$ cat src/rtl/regfile_ctrl_if.sv
// Decoder issue, ROB commit and register-file write bundle for the rename controller.
// master = surrounding pipeline/regfile side, slave = regfile_ctrl.
interface regfile_ctrl_if #(
    parameter int unsigned REG_WIDTH    = 5,
    parameter int unsigned ROB_ID_WIDTH = 4,
    parameter int unsigned VAL_WIDTH    = 32
);
    localparam int unsigned TAG_WIDTH = ROB_ID_WIDTH + 1;

    logic                 dec_issue_valid;
    logic [REG_WIDTH-1:0] dec_issue_rd;
    logic [TAG_WIDTH-1:0] dec_issue_tag;
    logic                 dec_issue_ready;

    logic                 rob_commit_valid;
    logic [REG_WIDTH-1:0] rob_commit_rd;
    logic [TAG_WIDTH-1:0] rob_commit_tag;
    logic [VAL_WIDTH-1:0] rob_commit_res;

    logic [TAG_WIDTH-1:0] rf_lab_cur;

    logic                 rf_val_we;
    logic [REG_WIDTH-1:0] rf_val_addr;
    logic [VAL_WIDTH-1:0] rf_val_data;
    logic                 rf_lab_set_we;
    logic [REG_WIDTH-1:0] rf_lab_set_addr;
    logic [TAG_WIDTH-1:0] rf_lab_set_data;
    logic                 rf_lab_clr_we;
    logic [REG_WIDTH-1:0] rf_lab_clr_addr;

    modport master (
        output dec_issue_valid, dec_issue_rd, dec_issue_tag,
        input  dec_issue_ready,
        output rob_commit_valid, rob_commit_rd, rob_commit_tag, rob_commit_res,
        output rf_lab_cur,
        input  rf_val_we, rf_val_addr, rf_val_data,
        input  rf_lab_set_we, rf_lab_set_addr, rf_lab_set_data,
        input  rf_lab_clr_we, rf_lab_clr_addr
    );

    modport slave (
        input  dec_issue_valid, dec_issue_rd, dec_issue_tag,
        output dec_issue_ready,
        input  rob_commit_valid, rob_commit_rd, rob_commit_tag, rob_commit_res,
        input  rf_lab_cur,
        output rf_val_we, rf_val_addr, rf_val_data,
        output rf_lab_set_we, rf_lab_set_addr, rf_lab_set_data,
        output rf_lab_clr_we, rf_lab_clr_addr
    );
endinterface

$ cat src/rtl/regfile_ctrl.sv
// Rename register-file write controller: merges issue label sets, commit value writes /
// label clears and the reset/flush clear sweeps onto registered regfile write strobes.
module regfile_ctrl #(
    parameter int unsigned REG_WIDTH    = 5,
    parameter int unsigned REG_SIZE     = 32,
    parameter int unsigned ROB_ID_WIDTH = 4,
    parameter int unsigned VAL_WIDTH    = 32
) (
    input  logic          clk,
    input  logic          rst_in,
    input  logic          rdy_in,
    input  logic          flush_in,
    regfile_ctrl_if.slave bus,
    output logic          busy
);
    localparam int unsigned          TAG_WIDTH = ROB_ID_WIDTH + 1;
    localparam logic [REG_WIDTH-1:0] LAST_IDX  = REG_WIDTH'(REG_SIZE - 1);

    typedef enum logic [1:0] {
        RST_SWEEP   = 2'd0,
        IDLE        = 2'd1,
        FLUSH_SWEEP = 2'd2
    } state_e;

    state_e               state, state_d;
    logic [REG_WIDTH-1:0] cnt, cnt_d;

    logic                 val_we_d;
    logic [REG_WIDTH-1:0] val_addr_d;
    logic [VAL_WIDTH-1:0] val_data_d;
    logic                 set_we_d;
    logic [REG_WIDTH-1:0] set_addr_d;
    logic [TAG_WIDTH-1:0] set_data_d;
    logic                 clr_we_d;
    logic [REG_WIDTH-1:0] clr_addr_d;
    logic                 ready_d;
    logic                 busy_d;

    logic                 issue_acc;
    logic                 same_rd;
    logic [TAG_WIDTH-1:0] eff_lab;

    // Next state, sweep counter and next values of every registered strobe.
    always_comb begin
        state_d    = state;
        cnt_d      = cnt;
        val_we_d   = 1'b0;
        val_addr_d = '0;
        val_data_d = '0;
        set_we_d   = 1'b0;
        set_addr_d = '0;
        set_data_d = '0;
        clr_we_d   = 1'b0;
        clr_addr_d = '0;
        issue_acc  = 1'b0;
        same_rd    = 1'b0;

        // A label set still sitting on the output register has not reached the regfile yet.
        eff_lab = bus.rf_lab_cur;
        if (bus.rf_lab_set_we && (bus.rf_lab_set_addr == bus.rob_commit_rd)) begin
            eff_lab = bus.rf_lab_set_data;
        end

        if (rdy_in) begin
            issue_acc = bus.dec_issue_valid && bus.dec_issue_ready && (state == IDLE);
            same_rd   = issue_acc && (bus.dec_issue_rd == bus.rob_commit_rd);

            case (state)
                RST_SWEEP: begin
                    val_we_d   = 1'b1;
                    val_addr_d = cnt;
                    clr_we_d   = 1'b1;
                    clr_addr_d = cnt;
                    if (cnt == LAST_IDX) begin
                        state_d = IDLE;
                        cnt_d   = '0;
                    end else begin
                        cnt_d = cnt + REG_WIDTH'(1);
                    end
                end
                IDLE: begin
                    if (flush_in) begin
                        state_d = FLUSH_SWEEP;
                        cnt_d   = '0;
                    end
                end
                FLUSH_SWEEP: begin
                    if (flush_in) begin
                        cnt_d = '0;
                    end else begin
                        clr_we_d   = 1'b1;
                        clr_addr_d = cnt;
                        if (cnt == LAST_IDX) begin
                            state_d = IDLE;
                            cnt_d   = '0;
                        end else begin
                            cnt_d = cnt + REG_WIDTH'(1);
                        end
                    end
                end
                default: begin
                    state_d = RST_SWEEP;
                    cnt_d   = '0;
                end
            endcase

            // Commits write values outside the reset sweep; the clear port belongs to sweeps.
            if ((state != RST_SWEEP) && bus.rob_commit_valid && (bus.rob_commit_rd != '0)) begin
                val_we_d   = 1'b1;
                val_addr_d = bus.rob_commit_rd;
                val_data_d = bus.rob_commit_res;
                if ((state == IDLE) && !flush_in && (eff_lab == bus.rob_commit_tag) && !same_rd) begin
                    clr_we_d   = 1'b1;
                    clr_addr_d = bus.rob_commit_rd;
                end
            end

            if (issue_acc && (bus.dec_issue_rd != '0)) begin
                set_we_d   = 1'b1;
                set_addr_d = bus.dec_issue_rd;
                set_data_d = bus.dec_issue_tag;
            end
        end

        ready_d = rdy_in && (state_d == IDLE);
        busy_d  = (state_d != IDLE);
    end

    // State, counter and output registers.
    always_ff @(posedge clk or negedge rst_in) begin
        if (!rst_in) begin
            state               <= RST_SWEEP;
            cnt                 <= '0;
            bus.rf_val_we       <= 1'b0;
            bus.rf_val_addr     <= '0;
            bus.rf_val_data     <= '0;
            bus.rf_lab_set_we   <= 1'b0;
            bus.rf_lab_set_addr <= '0;
            bus.rf_lab_set_data <= '0;
            bus.rf_lab_clr_we   <= 1'b0;
            bus.rf_lab_clr_addr <= '0;
            bus.dec_issue_ready <= 1'b0;
            busy                <= 1'b1;
        end else begin
            state               <= state_d;
            cnt                 <= cnt_d;
            bus.rf_val_we       <= val_we_d;
            bus.rf_val_addr     <= val_addr_d;
            bus.rf_val_data     <= val_data_d;
            bus.rf_lab_set_we   <= set_we_d;
            bus.rf_lab_set_addr <= set_addr_d;
            bus.rf_lab_set_data <= set_data_d;
            bus.rf_lab_clr_we   <= clr_we_d;
            bus.rf_lab_clr_addr <= clr_addr_d;
            bus.dec_issue_ready <= ready_d;
            busy                <= busy_d;
        end
    end
endmodule
$ cat src/flat_wrapper.sv
// flat-port wrapper written by rule: the top's interface ports become plain ports
module regfile_ctrl_flat 
#(
    parameter int unsigned REG_WIDTH    = 5,
    parameter int unsigned REG_SIZE     = 32,
    parameter int unsigned ROB_ID_WIDTH = 4,
    parameter int unsigned VAL_WIDTH    = 32
)
  (clk, rst_in, rdy_in, flush_in, busy, bus_dec_issue_valid, bus_dec_issue_rd, bus_dec_issue_tag, bus_dec_issue_ready, bus_rob_commit_valid, bus_rob_commit_rd, bus_rob_commit_tag, bus_rob_commit_res, bus_rf_lab_cur, bus_rf_val_we, bus_rf_val_addr, bus_rf_val_data, bus_rf_lab_set_we, bus_rf_lab_set_addr, bus_rf_lab_set_data, bus_rf_lab_clr_we, bus_rf_lab_clr_addr);
  regfile_ctrl_if #(.REG_WIDTH(REG_WIDTH), .ROB_ID_WIDTH(ROB_ID_WIDTH), .VAL_WIDTH(VAL_WIDTH)) bus_i ();
  input  logic clk;
  input  logic rst_in;
  input  logic rdy_in;
  input  logic flush_in;
  output logic busy;
  input wire logic [$bits(bus_i.dec_issue_valid)-1:0] bus_dec_issue_valid;
  input wire logic [$bits(bus_i.dec_issue_rd)-1:0] bus_dec_issue_rd;
  input wire logic [$bits(bus_i.dec_issue_tag)-1:0] bus_dec_issue_tag;
  output wire logic [$bits(bus_i.dec_issue_ready)-1:0] bus_dec_issue_ready;
  input wire logic [$bits(bus_i.rob_commit_valid)-1:0] bus_rob_commit_valid;
  input wire logic [$bits(bus_i.rob_commit_rd)-1:0] bus_rob_commit_rd;
  input wire logic [$bits(bus_i.rob_commit_tag)-1:0] bus_rob_commit_tag;
  input wire logic [$bits(bus_i.rob_commit_res)-1:0] bus_rob_commit_res;
  input wire logic [$bits(bus_i.rf_lab_cur)-1:0] bus_rf_lab_cur;
  output wire logic [$bits(bus_i.rf_val_we)-1:0] bus_rf_val_we;
  output wire logic [$bits(bus_i.rf_val_addr)-1:0] bus_rf_val_addr;
  output wire logic [$bits(bus_i.rf_val_data)-1:0] bus_rf_val_data;
  output wire logic [$bits(bus_i.rf_lab_set_we)-1:0] bus_rf_lab_set_we;
  output wire logic [$bits(bus_i.rf_lab_set_addr)-1:0] bus_rf_lab_set_addr;
  output wire logic [$bits(bus_i.rf_lab_set_data)-1:0] bus_rf_lab_set_data;
  output wire logic [$bits(bus_i.rf_lab_clr_we)-1:0] bus_rf_lab_clr_we;
  output wire logic [$bits(bus_i.rf_lab_clr_addr)-1:0] bus_rf_lab_clr_addr;
  assign bus_i.dec_issue_valid = bus_dec_issue_valid;
  assign bus_i.dec_issue_rd = bus_dec_issue_rd;
  assign bus_i.dec_issue_tag = bus_dec_issue_tag;
  assign bus_dec_issue_ready = bus_i.dec_issue_ready;
  assign bus_i.rob_commit_valid = bus_rob_commit_valid;
  assign bus_i.rob_commit_rd = bus_rob_commit_rd;
  assign bus_i.rob_commit_tag = bus_rob_commit_tag;
  assign bus_i.rob_commit_res = bus_rob_commit_res;
  assign bus_i.rf_lab_cur = bus_rf_lab_cur;
  assign bus_rf_val_we = bus_i.rf_val_we;
  assign bus_rf_val_addr = bus_i.rf_val_addr;
  assign bus_rf_val_data = bus_i.rf_val_data;
  assign bus_rf_lab_set_we = bus_i.rf_lab_set_we;
  assign bus_rf_lab_set_addr = bus_i.rf_lab_set_addr;
  assign bus_rf_lab_set_data = bus_i.rf_lab_set_data;
  assign bus_rf_lab_clr_we = bus_i.rf_lab_clr_we;
  assign bus_rf_lab_clr_addr = bus_i.rf_lab_clr_addr;
  regfile_ctrl #(.REG_WIDTH(REG_WIDTH), .REG_SIZE(REG_SIZE), .ROB_ID_WIDTH(ROB_ID_WIDTH), .VAL_WIDTH(VAL_WIDTH)) u_core (.clk(clk), .rst_in(rst_in), .rdy_in(rdy_in), .flush_in(flush_in), .bus(bus_i), .busy(busy));
endmodule
$ cat config.mk
export PLATFORM = sky130hd
export DESIGN_NAME = regfile_ctrl_flat
export DESIGN_NICKNAME = d
export VERILOG_FILES = /design/src/rtl/regfile_ctrl_if.sv /design/src/rtl/regfile_ctrl.sv /design/src/flat_wrapper.sv
export SDC_FILE = /design/constraint.sdc
export NUM_CORES = 1
export LEC_CHECK = 0
export ABC_AREA = 1
export CAP_MARGIN = 30
export CORE_ASPECT_RATIO = 0.5
export CORE_MARGIN = 4
export CORE_UTILIZATION = 39
export DETAILED_ROUTE_END_ITERATION = 6
export PLACE_DENSITY = 0.77
export SLEW_MARGIN = 20
export SYNTH_ARGS = -nofsm -noshare
export SYNTH_HDL_FRONTEND = slang
export SYNTH_SLANG_ARGS = --single-unit
$ cat constraint.sdc
create_clock -name clk -period 1.6 [get_ports clk]
set_input_delay 0.32 -clock clk [delete_from_list [all_inputs] [get_ports clk]]
set_output_delay 0.32 -clock clk [all_outputs]
set_load 0.03 [all_outputs]
# After elaboration in Yosys (flattened, before gate mapping)
# Index checks and enable logic that the tools add are counted.
classes:
  add_sub_neg: 1
  n_eq_ne: 8
  mux: 33
  n_reduce_logical: 17
ops:
  columns: ["cell", "count"]
  rows:
  - ["5-bit two-way mux", 14]
  - ["32-bit two-way mux", 2]
  - ["5-bit equality test", 3]
  - ["5-bit one-hot mux with 3 select lines", 1]
  - ["1-bit logical AND", 11]
  - ["5-bit one-hot mux with 2 select lines", 1]
  - ["5-bit nonzero test", 2]
  - ["1-bit two-way mux", 9]
  - ["2-bit two-way mux", 4]
  - ["2-bit one-hot mux with 3 select lines", 1]
  - ["5-bit by 1-bit adder with 5-bit output (second input constant)", 1]
  - ["5-bit equality test (second input constant)", 1]
  - ["2-bit by 1-bit equality test with 1-bit output (second input constant)", 2]
  - ["2-bit equality test (second input constant)", 1]
  - ["1-bit logical NOT", 2]
  - ["2-bit logical NOT", 1]
  - ["2-bit by 1-bit inequality test with 1-bit output (second input constant)", 1]
  - ["1-bit one-hot mux with 2 select lines", 1]
  - ["2-bit nonzero test", 1]
totals:
  ff_bits: 64
  inputBits: 63
  output_inout_bits: 57
  elab_cells: 71

# Logic depth before layout (Yosys ltp)
depth:
  word_depth: 9
  mapped_depth: 14
  mapped_depth_nobuf: 14

# Least setup slack after synthesis
# Ideal clock, no wire load.
synth_timing:
  path_type: "flip-flop to flip-flop"
  from: "reg u_core.bus.rf_lab_set_addr[0]"
  to: "reg u_core.bus.rf_lab_clr_addr[4]"
  setup_ns: 0.117
  t_arrival_ns: 1.679
  t_required_ns: 1.483
  setup_slack_ns: -0.196
  stages_incl_launch_ff: 14
  n_path_buf: 0
  period_less_slack_ns: 1.796
  cell_sequence: "dfrtp_1 -> inv_1 -> nand2_1 -> nand2_1 -> nor2_2 -> nand3_4 -> nand2_2 -> nand2_1 -> nand2_1 -> nand2_2 -> nor2_4 -> nand3_4 -> nor2_1 -> nor2_1"
synth_via:
  elab_chain_len: 9
synth_lines:
  columns: ["element", "line", "source"]
  rows:
  - ["from (decl)", "regfile_ctrl_if.sv:47", "output rf_lab_set_we, rf_lab_set_addr, rf_lab_set_data,"]
  - ["from (signal assigned)", "regfile_ctrl.sv:151", "bus.rf_lab_set_addr <= set_addr_d;"]
  - ["5-bit equality test", "regfile_ctrl.sv:60", "if (bus.rf_lab_set_we && (bus.rf_lab_set_addr == bus.rob_commit_rd)) begin"]
  - ["1-bit logical AND", "regfile_ctrl.sv:60", null]
  - ["5-bit two-way mux", "regfile_ctrl.sv:60", null]
  - ["5-bit equality test", "regfile_ctrl.sv:112", "if ((state == IDLE) && !flush_in && (eff_lab == bus.rob_commit_tag) && !same_rd) begin"]
  - ["1-bit logical AND (2 in series)", "regfile_ctrl.sv:112", null]
  - ["5-bit two-way mux", "regfile_ctrl.sv:112", null]
  - ["5-bit two-way mux", "regfile_ctrl.sv:108", "if ((state != RST_SWEEP) && bus.rob_commit_valid && (bus.rob_commit_rd != '0)) begin"]
  - ["5-bit two-way mux", "regfile_ctrl.sv:64", "if (rdy_in) begin"]
  - ["named net u_core.clr_addr_d[4]", "regfile_ctrl.sv:35", "logic [REG_WIDTH-1:0] clr_addr_d;"]
  - ["to (signal assigned)", "regfile_ctrl.sv:154", "bus.rf_lab_clr_addr <= clr_addr_d;"]
  - ["to (decl)", "regfile_ctrl_if.sv:48", "output rf_lab_clr_we, rf_lab_clr_addr"]
# The timed path passes the listed nets, and every way through them passes these cells.
# A chain may end at the register's enable or synchronous reset.

# Worst setup path in the final report
layout_timing:
  from: "reg u_core.cnt[1]"
  to: "reg u_core.bus.dec_issue_ready"
layout_via:
  elab_chain_len: 7
layout_lines:
  columns: ["element", "line", "source"]
  rows:
  - ["from (decl)", "regfile_ctrl.sv:26", "logic [REG_WIDTH-1:0] cnt, cnt_d;"]
  - ["from (signal assigned)", "regfile_ctrl.sv:146", "cnt <= cnt_d;"]
  - ["5-bit equality test *", "regfile_ctrl.sv:74, regfile_ctrl.sv:93", null]
  - ["2-bit two-way mux *", "regfile_ctrl.sv:74, regfile_ctrl.sv:93", null]
  - ["2-bit two-way mux", "regfile_ctrl.sv:88", "if (flush_in) begin"]
  - ["2-bit one-hot mux with 3 select lines *", "regfile_ctrl.sv:68", "case (state)"]
  - ["2-bit two-way mux *", "regfile_ctrl.sv:64", null]
  - ["2-bit by 1-bit equality test with 1-bit output *", "regfile_ctrl.sv:125", "ready_d = rdy_in && (state_d == IDLE);"]
  - ["1-bit logical AND *", "regfile_ctrl.sv:125", null]
  - ["named net u_core.ready_d", "regfile_ctrl.sv:36", "logic ready_d;"]
  - ["to (signal assigned)", "regfile_ctrl.sv:155", "bus.dec_issue_ready <= ready_d;"]
  - ["to (decl)", "regfile_ctrl_if.sv:43", "output dec_issue_ready,"]
# Mark *: on every way through the listed nets, which the timed path passes. The rest lies on a longest branch.

==> impl_metrics.env <==
export IMPL_wire_per_inst_um=13.22
export IMPL_hold_viol=0
export IMPL_p_int_mw=3.470
export IMPL_finalSetupViolCount=8
export IMPL_synth_mux_area_fraction_pct=0
export IMPL_fin_nets=578
export IMPL_finalPower_mw=4.773
export IMPL_crit_type="register to register"
export IMPL_use_met3_pct=6.790
export IMPL_fin_skew_ns=0.004031
export IMPL_synth_area_um2=2914
export IMPL_clk_latency_ns=0.32
export IMPL_vias_per_cell=4.471
export IMPL_dr_pass1_iters=4
export IMPL_violations="setup timing"
export IMPL_slowest_delay_ns=0.35
export IMPL_switchingPower_mw=1.303
export IMPL_die_y_um=69.12
export IMPL_synthArstFlopShare_pct=100.0
export IMPL_io_buffer_count=119
export IMPL_gp_congestion=0.8312
export IMPL_worstPathArrival_ns=2.03
export IMPL_design_area_um2=4892
export IMPL_synthSimpleGateAreaFrac_pct=26.71
export IMPL_relSlewSlack_pct=68.81
export IMPL_crit_required_ns=1.85
export IMPL_finalMaxSlewViolations=0
export IMPL_rsz0062_at_grt="yes"
export IMPL_p_per_area_nw_per_um2=975.5
export IMPL_p_leak_nw=2.753
export IMPL_synth_xor_area_share_pct=1.803
export IMPL_grt_use_met1_pct=21.93
export IMPL_ant_nets=0
export IMPL_switching_share_pct=27.29
export IMPL_synth_adder_area_share_pct=0.8587
export IMPL_track_usage_pct=18.75
export IMPL_avgSynthCellArea_um2=8.471
export IMPL_clockRootBuffer="clkbuf_16"
export IMPL_grt_max_degree=24
export IMPL_grt_pass1_wl_mm=13.05
export IMPL_grt_pass1_vias=2760
export IMPL_syn_to_final_growth_pct=67.88
export IMPL_worst_slack_ns=-0.1760
export IMPL_synth_edf_count=0
export IMPL_clockPowerShare_pct=39.7
export IMPL_cts_buffer_depth=2
export IMPL_gr_total_overflow=0
export IMPL_timing_rr_start="u_core.cnt[1]"
export IMPL_path_clk_slew_ns=0.05
export IMPL_postSynthCellCount=344
export IMPL_start_util_pct=41.85
export IMPL_crit_fanout=3
export IMPL_layout_drive_gt1_share_pct=20.70
export IMPL_dp_hpwl_mm=6.257
export IMPL_grt_util_met2_pct=32.46
export IMPL_antenna_found_initial=0
export IMPL_tritoncts_num_sinks=64
export IMPL_drt_total_wl_mm=8.054
export IMPL_yosysWarningCount=0
export IMPL_fin_util_pct=70.26
export IMPL_ios=120
export IMPL_combPwrFrac_pct=22.9
export IMPL_post_place_ws_ns=-0.6192
export IMPL_drv_cap=0
export IMPL_fp_coreArea_um2=6963
export IMPL_vias=2723
export IMPL_period_minus_slack_ns=1.776
export IMPL_top_usage_layer="met2"
export IMPL_synth_top_family_by_area="simple AND/OR/NAND/NOR gates"
export IMPL_ys_seq_elements=64
export IMPL_ys_types=29
export IMPL_outcome="complete, but fails checks"
export IMPL_synth_compound_area_share_pct=4.380
export IMPL_crit_path_start_kind="register"
export IMPL_crit_chain="ha_2 -> nand2_2 -> nor2_1 -> ha_2 -> inv_2 -> o21ai_0 -> o21ai_0 -> or2_4 -> nor2_1"
export IMPL_startpoint="u_core.cnt[1]"
export IMPL_worst_ir_drop_vdd_uv=534.2
export IMPL_die_area_um2=9003
export IMPL_synth_ff_type="dfrtp_1"
export IMPL_dpl_instance_area_um2=4609
export IMPL_worst_slew_pin_slew_ns=0.4678
export IMPL_crit_slowest_cell="dfrtp_1"
export IMPL_htree_levels=3
export IMPL_period_share_pct=111.0
export IMPL_hold_path_class="primary input to async pin"
export IMPL_drc=0
export IMPL_drtIter0Drc=159
export IMPL_ys_seq_area_share_pct=55.00
export IMPL_cts_made_buffers=9
export IMPL_fmax_mhz=563.1
export IMPL_die_w_um=130.2
export IMPL_diodes=0
export IMPL_rows=21
export IMPL_cp_end_kind="register"
export IMPL_seqPwrFrac_pct=37.4
export IMPL_cts_tree="built"
export IMPL_syn_nets=409
flip-flops by register name (all words and copies together) (netlist names), 2 cells and up:
register	cells
u_core.bus.rf_val_addr	5
u_core.state	2
u_core.bus.rf_val_data	32
u_core.cnt	5
u_core.bus.rf_lab_clr_addr	5
u_core.bus.rf_lab_set_data	5
u_core.bus.rf_lab_set_addr	5
through the flow:
stage | cells | TNS, ns | hold slack, ns
after floorplan | 344 | -0.1287 | 0.02441
after global placement | 591 | -9.120 | 0.2965
after detailed placement | 591 | -10.87 | 0.2985
after CTS | 608 | -1.009 | 0.4913
after global routing | 609 | -2.101 | 0.5022
final | 609 | -0.8954 | 0.5068
path summary, 6_finish.rpt:
check                      slack (ns)                         end  cells past startpoint
max                             -0.18  u_core.bus.dec_issue_ready                      9
min                              0.51  u_core.bus.rf_val_data[16]                      2
max reg2reg                     -0.18  u_core.bus.dec_issue_ready                      9
min reg2reg                      0.56               u_core.cnt[4]                      1
max in group asynchronous        0.53                 u_core.busy                      3
min in group clk                 0.51  u_core.bus.rf_val_data[29]                      3
power groups by stage:
stage	sequential, mW	clock [mW]	combinational, mW
after global routing	1.80	2.01	1.19
after global placement	1.81	0	1.10
after detailed placement	1.82	0	1.12
after CTS	1.79	1.94	1.07
after floorplan	1.99	0	0.319
final	1.79	1.89	1.09
critical path: cells and delay by family (launching register included):
| kind | cells | cell delay [ns] |
|---|---|---|
| AOI/OAI and AO/OA | 2 | 0.39 |
| adders and majority gates | 2 | 0.39 |
| DFF | 1 | 0.35 |
| and+or+nand+nor | 4 | 0.52 |
| buffers and inverters | 1 | 0.05 |
area by class of cell:
class | instances | area [µm²]
well taps | 92 | 115.1
clock buffers | 12 | 246.5
inverters | 82 | 311.5
repair buffers | 163 | 1529
fillers | 549 | 2071
flip-flops and latches | 64 | 1609
multi-input cells | 193 | 1039
clock inverters | 3 | 42.54
Yosys cell counts, types with 2 or more instances:
library cell  number  area [µm²]
xnor2_1            5       43.79
nor2_2             2       12.51
a21oi_1            5       25.02
nand2_2            9       56.30
inv_1             77       289.0
o21ai_0            8       40.04
nand3_4            2       35.03
nand3b_1           4       30.03
nor2_1            63       236.5
clkbuf_1           4       15.01
nand3_1           12       60.06
ha_1               2       25.02
nor2_8             2       40.04
nand2_1           55       206.5
nand4_1            9       56.30
inv_2              5       18.77
o22ai_1            5       31.28
nor2_4             2       22.52
dfrtp_1           63        1577
timing repair:
item	CTS	global route
endpoints found under the setup margin	66	14
resized for setup	66	14
hold buffers	1	0
pin swaps	10	9
setup buffers	1	1
endpoints found under the hold margin	18	0
cells by family after synthesis:
kind of cell               Yosys count
adders and majority gates            2
AOI/OAI and AO/OA                   22
DFF                                 64
buffers and inverters               87
and+or+nand+nor                    163
xor gates and xnor gates             6
layout by cell type, fill, tap and decap left out, drive strengths merged, types with 2 or more instances in the layout:
cell type,instances
a21oi,5
buf,44
clkbuf,12
clkdlybuf4s50,56
clkinvlp,2
dfrtp,63
dlygate4sd2,62
ha,2
inv,81
nand2,65
nand3,14
nand3b,4
nand4,9
nor2,69
o21ai,9
o22ai,5
xnor2,5
per-layer routing:
layer / wire, µm / share of wire [%]
met1: 3267 / 41
met2: 4087 / 51
met3: 609 / 7.6
met4: 89 / 1.1
met5: 0 / 0
Power figures use the tool's default switching activity.
